--- src/rtl/btn_cmd_gen.sv ---
// Pushbutton front end: synchronizes, debounces and turns each press
// into a single-period command bit aligned with the sampling strobe.
module btn_cmd_gen #(
  parameter int N_BTN    = 4,
  parameter int EN_DIV   = 500000,
  parameter int DB_TICKS = 4,
  parameter int CNT_W    = 20
) (
  input  logic             clk,
  input  logic             rst,
  input  logic [N_BTN-1:0] btn_raw,
  output logic             clk_en_d,
  output logic [N_BTN-1:0] inst,
  output logic [N_BTN-1:0] btn_level
);

  localparam int DBC_W = $clog2(DB_TICKS + 1);
  localparam logic [DBC_W-1:0] DBC_LAST = DBC_W'(DB_TICKS);
  localparam logic [DBC_W-1:0] DBC_ONE  = DBC_W'(1);
  localparam logic [CNT_W-1:0] CNT_LAST = CNT_W'(EN_DIV - 1);

  typedef enum logic [1:0] {
    IDLE,
    CONFIRM,
    HELD,
    RELEASE
  } state_t;

  logic [N_BTN-1:0] sync1;
  logic [N_BTN-1:0] btn_sync;
  logic [CNT_W-1:0] cnt;
  logic             tick;
  logic [N_BTN-1:0] evt;

  state_t           state_q [N_BTN];
  state_t           state_d [N_BTN];
  logic [DBC_W-1:0] dbc_q   [N_BTN];
  logic [DBC_W-1:0] dbc_d   [N_BTN];

  always_ff @(posedge clk) begin
    if (rst) begin
      sync1    <= '0;
      btn_sync <= '0;
    end else begin
      sync1    <= btn_raw;
      btn_sync <= sync1;
    end
  end

  assign tick = (cnt == CNT_LAST);

  always_ff @(posedge clk) begin
    if (rst) begin
      cnt      <= '0;
      clk_en_d <= 1'b0;
    end else begin
      cnt      <= tick ? '0 : cnt + CNT_W'(1);
      clk_en_d <= tick;
    end
  end

  // Debounce FSMs only move on sampling ticks; otherwise they hold.
  always_comb begin
    for (int k = 0; k < N_BTN; k++) begin
      state_d[k] = state_q[k];
      dbc_d[k]   = dbc_q[k];
      evt[k]     = 1'b0;
      if (tick) begin
        case (state_q[k])
          IDLE: begin
            if (btn_sync[k]) begin
              if (DB_TICKS == 1) begin
                state_d[k] = HELD;
                evt[k]     = 1'b1;
              end else begin
                state_d[k] = CONFIRM;
                dbc_d[k]   = DBC_ONE;
              end
            end
          end
          CONFIRM: begin
            if (!btn_sync[k]) begin
              state_d[k] = IDLE;
              dbc_d[k]   = '0;
            end else if (dbc_q[k] + DBC_ONE == DBC_LAST) begin
              state_d[k] = HELD;
              dbc_d[k]   = '0;
              evt[k]     = 1'b1;
            end else begin
              dbc_d[k] = dbc_q[k] + DBC_ONE;
            end
          end
          HELD: begin
            if (!btn_sync[k]) begin
              if (DB_TICKS == 1) begin
                state_d[k] = IDLE;
              end else begin
                state_d[k] = RELEASE;
                dbc_d[k]   = DBC_ONE;
              end
            end
          end
          RELEASE: begin
            if (btn_sync[k]) begin
              state_d[k] = HELD;
              dbc_d[k]   = '0;
            end else if (dbc_q[k] + DBC_ONE == DBC_LAST) begin
              state_d[k] = IDLE;
              dbc_d[k]   = '0;
            end else begin
              dbc_d[k] = dbc_q[k] + DBC_ONE;
            end
          end
          default: begin
            state_d[k] = IDLE;
            dbc_d[k]   = '0;
          end
        endcase
      end
    end
  end

  always_ff @(posedge clk) begin
    if (rst) begin
      inst      <= '0;
      btn_level <= '0;
      for (int k = 0; k < N_BTN; k++) begin
        state_q[k] <= IDLE;
        dbc_q[k]   <= '0;
      end
    end else begin
      if (tick) inst <= evt;
      for (int k = 0; k < N_BTN; k++) begin
        state_q[k]   <= state_d[k];
        dbc_q[k]     <= dbc_d[k];
        btn_level[k] <= (state_d[k] == HELD) ||
                        (state_d[k] == RELEASE);
      end
    end
  end

endmodule

--- config.mk ---
export PLATFORM = sky130hd
export DESIGN_NAME = btn_cmd_gen
export DESIGN_NICKNAME = d
export VERILOG_FILES = /design/src/rtl/btn_cmd_gen.sv
export SDC_FILE = /design/constraint.sdc
export NUM_CORES = 1
export LEC_CHECK = 0
export BUFFER_PORTS_ARGS = -buffer_cell sky130_fd_sc_hd__clkbuf_2
export CAP_MARGIN = 15
export CORE_AREA = 5 5 98 100
export DETAILED_ROUTE_END_ITERATION = 12
export DIE_AREA = 0 0 103 105
export GPL_TIMING_DRIVEN = 0
export PLACE_DENSITY_LB_ADDON = 0.1
export SLEW_MARGIN = 20
export SYNTH_ARGS = -nofsm -noshare
export SYNTH_HDL_FRONTEND = slang
export SYNTH_SLANG_ARGS = --single-unit
--- constraint.sdc ---
create_clock -name clk -period 2 [get_ports clk]
set_input_delay 0.1 -clock clk [delete_from_list [all_inputs] [get_ports clk]]
set_output_delay 0.1 -clock clk [all_outputs]
set_load 0.01 [all_outputs]
==> results.sh, run 1 <==
export IMPL_ant_nets=0
export IMPL_power_density_nw_per_um2=643
export IMPL_cts_max_level=3
export IMPL_wl_per_cell_um=15.9
export IMPL_dp_hpwl_mm=5.23
export IMPL_final_cell_mix="dfxtp_1, nor2_1, a21oi_1"
export IMPL_gp_congestion=0.807
export IMPL_numCtsBuffers=9
export IMPL_status="complete, but fails checks"
export IMPL_cts_root_buf="clkbuf_8"
export IMPL_die_h_um=105
export IMPL_fin_tns_setup_ns=-0.125
export IMPL_port_buffers=13
export IMPL_synth_cells=329
export IMPL_slowest_stage="or4b_4"
export IMPL_rows=34
export IMPL_hold_class="in2reg"
export IMPL_synth_mux_area_share_pct=0.684
export IMPL_drt_pass1_iterations=4
export IMPL_grt_start_max_net_pins=12
export IMPL_cts_sinks=57
export IMPL_final_cell_count_no_fill=478
export IMPL_cts_tree="done"
export IMPL_grt_pass1_wl_mm=12.7
export IMPL_fp_dieW_um=103
export IMPL_synth_seq_cells=57
export IMPL_io_pin_count=15
export IMPL_path_cells="or4b_4 -> a2111o_1 -> or4b_1 -> a21oi_1"
export IMPL_hold_depth=2
export IMPL_synth_seq_area_share_pct=39.0
export IMPL_cp_end_kind="register"
export IMPL_hp_start="rst"
export IMPL_crit_required_ns=2.26
export IMPL_post_route_min_period_ns=2.06
export IMPL_synth_top_flop_cell="dfxtp_1"
export IMPL_hold_viol_final=0
export IMPL_start_util_pct=34.1
export IMPL_clock_fmax_ghz=0.485
export IMPL_die_area_um2=10800
export IMPL_diodes=0
export IMPL_drive_above_1_share_pct=22.2
export IMPL_clkLatencyLatePin_ns=0.34
export IMPL_r2r_start="cnt[14]"
export IMPL_worstSetupStartpointType="register"
export IMPL_worstPathArrival_ns=2.33
export IMPL_nets=388
export IMPL_ys_warnings_count=0
export IMPL_path_delay_family="simple AND/OR/NAND/NOR gates"
export IMPL_antenna_found_initial=0
export IMPL_placed_cells=450
export IMPL_drtIter0Drc=83
export IMPL_num_vias=2637
export IMPL_synth_compound_area_share_pct=19.6
export IMPL_grt_pass1_vias=2524
export IMPL_failed_checks="negative setup slack"
export IMPL_r2r_end="dbc_q[3][1]"
export IMPL_fin_crit_sh_pct=103
export IMPL_critPathMaxFanout=5
export IMPL_drv_slew=0
export IMPL_drc=0
export IMPL_coreArea_um2=8590
export IMPL_p_leak_nw=1.32
export IMPL_rsz0062_at_grt="true"
export IMPL_netlist_cell_type_count=47
export IMPL_grt_overflow_total=0
export IMPL_synth_edf_count=0
export IMPL_r2r_slack_ns=-0.06
export IMPL_max_slew_margin_rel_pct=37.2
export IMPL_synthXorXnorAreaFrac_pct=5.98
export IMPL_clk_path_buf_depth=2
export IMPL_hold_end="dbc_q[2][2]"
export IMPL_max_stage_delay_ns=0.56
export IMPL_synth_top_family_by_area="simple AND/OR/NAND/NOR gates"
export IMPL_layout_commonest_cell="dfxtp_1"
export IMPL_synthAdderAreaFrac_pct=7.26
export IMPL_multiInputGateArea_um2=1820
export IMPL_crit_buf_inv=0
export IMPL_criticalPathCategory="reg2reg"
export IMPL_fin_ws_ns=-0.0638
export IMPL_area_growth_pct=25.1
export IMPL_post_drt_via_cell_ratio=5.52
export IMPL_clkTransAtPathRegs_ns=0.08
export IMPL_tightest_slew_ns=0.933
export IMPL_wl_mm=7.62
export IMPL_setup_viol=4
export IMPL_worstRegToRegCells=4
export IMPL_grt_usage_pct=14.8
export IMPL_syn_cell_area_um2=2930
export IMPL_async_reset_ff_share_pct=0
export IMPL_vdd_drop_max_v=0.000293
export IMPL_final_core_util_pct=42.6
export IMPL_syn_avg_cell_area_um2=8.90
export IMPL_skew_ns=0.0156
export IMPL_fillCellCount=881
export IMPL_regArea_um2=1160
export IMPL_yosys_area_share_simple_pct=23.4
export IMPL_syn_num_nets=352
export IMPL_max_cap_viol_count=0
final cells by class:
cell class,instances,area share (%)
Multi-Input combinational cell,241,49.6
Inverter,13,1.33
Clock buffer,10,3.76
Timing Repair Buffer,27,4.92
Clock inverter,6,1.84
Buffer,16,3.25
Tap cell,108,3.69
Sequential cell,57,31.6
what timing repair did:
item,4_1_cts,5_1_grt
setup buffers,8,2
pin swaps,7,5
endpoints found under the hold margin,4,0
endpoints found under the setup margin,48,25
gates resized for setup,39,25
hold buffers,4,0
how the worst max path moves through the flow:
stage | startpoint | end | slack, ns | depth (start not counted)
2_1_floorplan | cnt[0] | dbc_q[2][1] | 0.05 | 6
3_3_place_gp | cnt[7] | cnt[10] | -0.46 | 6
3_5_place_dp | cnt[7] | cnt[11] | -0.45 | 6
4_1_cts | cnt[19] | dbc_q[2][1] | -0.04 | 4
5_1_grt | cnt[19] | dbc_q[3][1] | -0.09 | 4
6_report | cnt[14] | dbc_q[3][1] | -0.06 | 4
through the flow:
step	hold slack, ns	cell area, um^2	power (mW)	setup slack [ns]
after floorplan	0.228	2930	1.22	0.0534
after global placement	0.306	3130	1.25	-0.456
after detailed placement	0.316	3130	1.25	-0.452
after CTS	0.393	3570	2.39	-0.0384
after global routing	0.419	3660	2.46	-0.0871
final	0.379	3660	2.35	-0.0638
state kept, by name (all words and copies together), names as in the netlist:
register   count
btn_level      4
clk_en_d       1
state_q        8
btn_sync       4
inst           4
sync1          4
dbc_q         12
cnt           20
where the power goes:
group          internal (mW)  total [mW]  switching, mW
clock network          0.610        1.12          0.510
registers               1.15        1.16         0.0107
logic                 0.0291      0.0763         0.0473
cells in the mapped netlist (4+ instances only):
| cell type | instances | area (um^2) |
|---|---|---|
| a211oi_1 | 5 | 37.5 |
| a21oi_1 | 20 | 100 |
| and3_1 | 4 | 25.0 |
| and4_1 | 4 | 35.0 |
| buf_2 | 4 | 20.0 |
| clkbuf_1 | 12 | 45.0 |
| dfxtp_1 | 57 | 1140 |
| ha_1 | 17 | 213 |
| inv_1 | 13 | 48.8 |
| nand2_1 | 12 | 45.0 |
| nand3_1 | 16 | 80.1 |
| nand4_1 | 9 | 56.3 |
| nor2_1 | 24 | 90.1 |
| nor2b_1 | 8 | 50.1 |
| nor3_1 | 10 | 50.1 |
| nor4_1 | 6 | 37.5 |
| o21ai_0 | 14 | 70.1 |
| o311ai_0 | 6 | 52.6 |
| o31ai_1 | 6 | 45.0 |
| o32ai_1 | 6 | 52.6 |
| o41ai_1 | 6 | 52.6 |
| or4_1 | 8 | 60.1 |
| xnor2_1 | 8 | 70.1 |
| xor2_1 | 12 | 105 |
layer usage:
| metal | routed length (um) | track usage, % | vias up |
|---|---|---|---|
| met5 | 0 | 0 | - |
| met4 | 104 | 4.44 | 0 |
| met3 | 189 | 3.46 | 9 |
| met2 | 3390 | 22.0 | 29 |
| met1 | 3930 | 21.3 | 1274 |
| li1 | - | - | 1325 |
logic make-up after synthesis:
logic type / count (synthesis)
and+or+nand+nor: 119
AOI/OAI and AO/OA: 83
DFF: 57
buffers and inverters: 31
xor gates and xnor gates: 20
adders and majority gates: 17
muxes: 2
(Power assumes the default switching activity.)
==> inputs of run 2 (changes only) <==
--- a/config.mk
+++ b/config.mk
@@ -12,7 +12,8 @@
 export DIE_AREA = 0 0 103 105
 export GPL_TIMING_DRIVEN = 0
 export PLACE_DENSITY_LB_ADDON = 0.1
-export SLEW_MARGIN = 20
+export SETUP_SLACK_MARGIN = 0.05
+export SLEW_MARGIN = 30
 export SYNTH_ARGS = -nofsm -noshare
 export SYNTH_HDL_FRONTEND = slang
 export SYNTH_SLANG_ARGS = --single-unit
==> results.sh, run 2 (synthesis gave the netlist of run 1 again) <==
export IMPL_status="complete, but fails checks"
export IMPL_failed_checks="negative setup slack"
export IMPL_switching_share_pct=24.2
export IMPL_hold_class="in2reg"
export IMPL_grt_overflow_total=0
export IMPL_switching_power_uw=570
export IMPL_clkLatencyLatePin_ns=0.34
export IMPL_wl_per_cell_um=16.2
export IMPL_top_regs="cnt x20, dbc_q x12, state_q x8"
export IMPL_grt_usage_pct=15.2
export IMPL_port_buffers=13
export IMPL_skew_ns=0.0136
export IMPL_grt_pass1_vias=2587
export IMPL_coreArea_um2=8590
export IMPL_clock_fmax_ghz=0.488
export IMPL_post_drt_via_cell_ratio=5.51
export IMPL_numCtsBuffers=9
export IMPL_hold_viol_final=0
export IMPL_power_density_nw_per_um2=617
export IMPL_cts_sinks=57
export IMPL_die_area_um2=10800
export IMPL_gp_congestion=0.807
export IMPL_clkTransAtPathRegs_ns=0.08
export IMPL_drive_above_1_share_pct=25.4
export IMPL_start_util_pct=34.1
export IMPL_p_leak_nw=1.39
export IMPL_final_cell_count_no_fill=482
export IMPL_worstPathArrival_ns=2.32
export IMPL_critPathMaxFanout=5
export IMPL_cts_max_level=3
export IMPL_final_area_um2=3820
export IMPL_tightest_slew_ns=0.955
export IMPL_post_route_min_period_ns=2.05
export IMPL_place_area_um2=3130
export IMPL_antenna_found_initial=0
export IMPL_final_cell_mix="dfxtp_1, nor2_1, a21oi_1"
export IMPL_rsz0062_at_grt="true"
export IMPL_ant_nets=0
export IMPL_cts_tree="done"
export IMPL_wl_mm=7.81
export IMPL_fin_crit_sh_pct=103
export IMPL_grt_pass1_wl_mm=13.1
export IMPL_cts_root_buf="clkbuf_8"
export IMPL_placed_cells=450
export IMPL_crit_required_ns=2.27
export IMPL_max_cap_viol_count=0
export IMPL_grt_start_max_net_pins=12
export IMPL_cp_end_kind="register"
export IMPL_intPower_mw=1.79
export IMPL_diodes=0
export IMPL_criticalPathCategory="reg2reg"
export IMPL_num_vias=2654
export IMPL_largest_register_ffs=20
export IMPL_rows=34
export IMPL_drtIter0Drc=93
export IMPL_comb_power_share_pct=3.5
export IMPL_vdd_drop_max_v=0.000305
export IMPL_layout_commonest_cell="dfxtp_1"
export IMPL_drc=0
export IMPL_fp_dieW_um=103
export IMPL_dp_hpwl_mm=5.23
export IMPL_drv_slew=0
export IMPL_area_growth_pct=30.4
export IMPL_max_slew_margin_rel_pct=35.7
export IMPL_pwr_share_seq_pct=49.0
export IMPL_die_h_um=105
export IMPL_top_register="cnt"
export IMPL_nets=392
export IMPL_setup_viol=13
export IMPL_worstSetupStartpointType="register"
export IMPL_clk_path_buf_depth=2
export IMPL_io_pin_count=15
export IMPL_drt_pass1_iterations=4
export IMPL_clkPwrFrac_pct=47.5
export IMPL_fin_ws_ns=-0.0503
[run 2: cell count changes in the layout (fill, tap and decap cells not counted), moves of 2 or more]
cell / delta
clkbuf_4: -2
o21ai_0: -4
clkbuf_2: +2
o311ai_4: +3
dfxtp_4: +2
buf_6: +3
o21ai_2: +2
o21ai_1: +2
[run 2: worst max-delay path: stages, from the launching register on]
cell      delay, ns
dfxtp_2        0.34
or4b_4         0.56
a2111o_1       0.45
or4b_1         0.48
a21oi_1        0.14
[run 2: worst paths after layout]
path                            startpoint           to  slack [ns]  cells past startpoint
worst max-delay path               cnt[14]  dbc_q[3][1]       -0.05                      4
worst min-delay path                   rst  dbc_q[2][2]        0.38                      2
worst max register to register     cnt[14]  dbc_q[3][1]       -0.05                      4
worst min register to register    sync1[2]  btn_sync[2]        0.43                      1
[run 2: repair_timing]
action                     CTS  global route
resized for setup           58            35
hold endpoints to repair     4             0
cloned                       2             1
setup buffers                9             1
setup endpoints to repair   48            46
pin swaps                   11             8
hold buffers                 4             0
[run 2: layout make-up]
class                      instances  area (um^2)
sequential                        57         1160
timing repair buffer              29          228
clock inverter                     6         67.6
tap                              108          135
multi-input combinational        241         1890
buffer                            18          146
clock buffer                      10          138
inverter                          13         48.8
fill                             855         4770
[run 2: per-layer routing]
layer / track usage, % / part of all wire (%)
met3: 3.46 / 3.1
met1: 21.9 / 50
met2: 22.6 / 45
met5: 0 / 0
met4: 4.53 / 1.3
[run 2: per-stage QoR]
step,worst slack (ns),total power [mW],setup TNS [ns],hold WS (ns),utilization (%)
finish,-0.0503,2.36,-0.219,0.384,44.4
global route,-0.0868,2.46,-1.17,0.419,44.4
CTS,-0.0384,2.39,-0.136,0.391,43.1
detailed placement,-0.452,1.25,-12.98,0.316,36.4
global placement,-0.456,1.25,-13.00,0.306,36.4
floorplan,0.0534,1.22,0,0.228,-
[run 2: power by group through the flow]
stage / sequential [mW] / combinational [mW] / clock (mW)
after floorplan: 1.18 / 0.0434 / 0
after global placement: 1.18 / 0.0651 / 0
after detailed placement: 1.18 / 0.0645 / 0
after CTS: 1.16 / 0.0782 / 1.15
after global routing: 1.16 / 0.0915 / 1.21
final: 1.16 / 0.0828 / 1.12
==> inputs of run 3 (changes only) <==
--- a/config.mk
+++ b/config.mk
@@ -5,11 +5,12 @@
 export SDC_FILE = /design/constraint.sdc
 export NUM_CORES = 1
 export LEC_CHECK = 0
+export ABC_AREA = 1
 export BUFFER_PORTS_ARGS = -buffer_cell sky130_fd_sc_hd__clkbuf_2
 export CAP_MARGIN = 15
-export CORE_AREA = 5 5 98 100
+export CORE_AREA = 5 5 99 101
 export DETAILED_ROUTE_END_ITERATION = 12
-export DIE_AREA = 0 0 103 105
+export DIE_AREA = 0 0 104 106
 export GPL_TIMING_DRIVEN = 0
 export PLACE_DENSITY_LB_ADDON = 0.1
 export SETUP_SLACK_MARGIN = 0.05
==> results.sh, run 3 <==
export IMPL_switching_share_pct=23.4
export IMPL_coreArea_um2=8930
export IMPL_pwr_share_seq_pct=52.5
export IMPL_status="completed"
export IMPL_clkTransAtPathRegs_ns=0.06
export IMPL_synth_seq_cells=57
export IMPL_grt_start_max_net_pins=11
export IMPL_cts_sinks=57
export IMPL_port_buffers=14
export IMPL_placed_cells=573
export IMPL_async_reset_ff_share_pct=0
export IMPL_drv_slew=0
export IMPL_netlist_cell_type_count=28
export IMPL_numCtsBuffers=9
export IMPL_crit_required_ns=2.22
export IMPL_synthTopCellsByCount="nand2_1, nor2_1, dfxtp_1"
export IMPL_gp_congestion=0.823
export IMPL_hold_end="dbc_q[2][1]"
export IMPL_cts_hold_buf=4
export IMPL_top_regs="cnt x20, dbc_q x12, state_q x8"
export IMPL_start_util_pct=33.9
export IMPL_clkLatencyLatePin_ns=0.34
export IMPL_intPower_mw=1.69
export IMPL_max_slew_margin_rel_pct=59.9
export IMPL_final_cell_mix="nand2_1, nor2_1, dfxtp_1"
export IMPL_nets=500
export IMPL_p_leak_nw=1.53
export IMPL_die_h_um=106
export IMPL_worstRegToRegCells=7
export IMPL_clock_fmax_ghz=0.596
export IMPL_cp_end_kind="register"
export IMPL_critPathMaxFanout=10
export IMPL_fp_dieW_um=104
export IMPL_synth_seq_area_share_pct=37.7
export IMPL_rows=35
export IMPL_clk_path_buf_depth=2
export IMPL_criticalPathCategory="reg2reg"
export IMPL_ys_warnings_count=0
export IMPL_dp_slack_ns=0.304
export IMPL_grt_usage_pct=12.6
export IMPL_area_growth_pct=14.0
export IMPL_worstPathArrival_ns=1.90
export IMPL_post_drt_via_cell_ratio=4.58
export IMPL_cts_root_buf="clkbuf_8"
export IMPL_synth_most_common_cell="nand2_1"
export IMPL_comb_power_share_pct=3.3
export IMPL_cts_max_level=3
export IMPL_place_area_um2=3230
export IMPL_clkPwrFrac_pct=44.1
export IMPL_layout_commonest_cell="nand2_1"
export IMPL_grt_pass1_wl_mm=11.4
export IMPL_synth_top_flop_cell="dfxtp_1"
export IMPL_synth_area_leaders="dfxtp_1, nand2_1, nor2_1"
export IMPL_top_register="cnt"
export IMPL_synth_cells=448
export IMPL_setup_viol=0
export IMPL_r2r_slack_ns=0.32
export IMPL_final_cell_count_no_fill=593
export IMPL_grt_pass1_vias=2602
export IMPL_dp_hpwl_mm=4.84
export IMPL_syn_num_nets=471
export IMPL_skew_ns=0.00900
export IMPL_final_area_um2=3450
export IMPL_grt_overflow_total=0
export IMPL_num_vias=2717
export IMPL_syn_cell_area_um2=3020
export IMPL_yosysTopAreaCellShare_pct=37.7
export IMPL_largest_register_ffs=20
export IMPL_ant_nets=0
export IMPL_hp_start="rst"
export IMPL_r2r_end="cnt[16]"
export IMPL_tightest_slew_ns=0.602
export IMPL_post_route_min_period_ns=1.68
export IMPL_drtIter0Drc=141
export IMPL_power_density_nw_per_um2=638
export IMPL_rsz0062_at_grt="false"
export IMPL_yosysTopAreaCell="dfxtp_1"
export IMPL_switching_power_uw=514
export IMPL_worstSetupStartpointType="register"
export IMPL_wl_per_cell_um=11.0
export IMPL_cts_setup_buffers=0
export IMPL_vdd_drop_max_v=0.000332
export IMPL_wl_mm=6.50
export IMPL_cts_tree="done"
export IMPL_hold_viol_final=0
export IMPL_fin_crit_sh_pct=83.9
export IMPL_fin_ws_ns=0.323
export IMPL_synth_edf_count=0
export IMPL_diodes=0
export IMPL_drive_above_1_share_pct=11.6
export IMPL_total_power_mw=2.20
export IMPL_io_pin_count=15
export IMPL_drt_pass1_iterations=4
export IMPL_hold_depth=2
export IMPL_syn_avg_cell_area_um2=6.75
export IMPL_r2r_start="cnt[0]"
export IMPL_cts_resized=0
export IMPL_hold_class="in2reg"
export IMPL_fin_tns_setup_ns=0
export IMPL_antenna_found_initial=0
export IMPL_die_area_um2=11000
export IMPL_max_cap_viol_count=0
export IMPL_drc=0
-- run 3: cell count changes after synthesis, moves of 7 or more --
cell      delta
xnor2_1      -8
xor2_1       -7
nor2b_1      -8
inv_1       +42
clkbuf_1    -10
nor2_1      +46
nand3_1     +14
or4_1        -8
nand2_1    +118
-- run 3: power by group through the flow --
stage	Combinational [mW]	Clock, mW	Sequential, mW
after floorplan	0.0458	0	1.18
after global placement	0.0684	0	1.18
after detailed placement	0.0690	0	1.18
after CTS	0.0755	1.01	1.16
after global routing	0.0856	1.05	1.16
final	0.0735	0.970	1.16
-- run 3: layout make-up --
class / count / area (um^2)
fillers: 1000 / 5490
multi-input cells: 326 / 1620
flip-flops and latches: 57 / 1140
inverters: 59 / 223
clock buffers: 13 / 159
well taps: 111 / 139
repair buffers: 18 / 110
plain buffers: 6 / 42.5
clock inverters: 3 / 15.0
-- run 3: critical path, cell delays in order (launching register included) --
cell and delay, ns:
dfxtp_1 0.35, ha_1 0.29, nand3_2 0.14, nor2_2 0.20, nand3_2 0.12, nand2_2 0.13, buf_2 0.26, nor2_1 0.07
-- run 3: cell families (layout without fill, tap and decap cells) --
group / after synthesis / count (layout) / synth area share [%]
and+or+nand+nor: 267 / 267 / 38.6
buffers and inverters: 65 / 99 / 8.77
DFF: 57 / 57 / 37.7
AOI/OAI and AO/OA: 37 / 37 / 6.45
adders and majority gates: 17 / 17 / 7.03
xor gates and xnor gates: 5 / 5 / 1.45
-- run 3: how the worst max path moves through the flow --
stage	start	end	slack (ns)	depth (start not counted)
final	cnt[0]	cnt[16]	0.32	7
after global routing	cnt[0]	cnt[19]	0.14	7
after CTS	cnt[0]	cnt[16]	0.29	7
after detailed placement	cnt[0]	cnt[16]	0.30	7
after global placement	cnt[0]	cnt[16]	0.32	7
after floorplan	cnt[0]	cnt[16]	0.61	7
-- run 3: stage by stage --
stage,util (%),hold slack (ns)
after CTS,38.6,0.00187
after global routing,38.6,0.0118
after floorplan,-,0.169
after global placement,36.2,0.295
after detailed placement,36.2,0.300
final,38.6,0.0196
-- run 3: routing by layer --
metal	track usage, %	up-vias	routed length, um
met3	2.85	13	202
met4	6.29	0	161
met1	16.4	1204	3390
met5	0	-	0
li1	-	1464	-
met2	19.7	36	2750
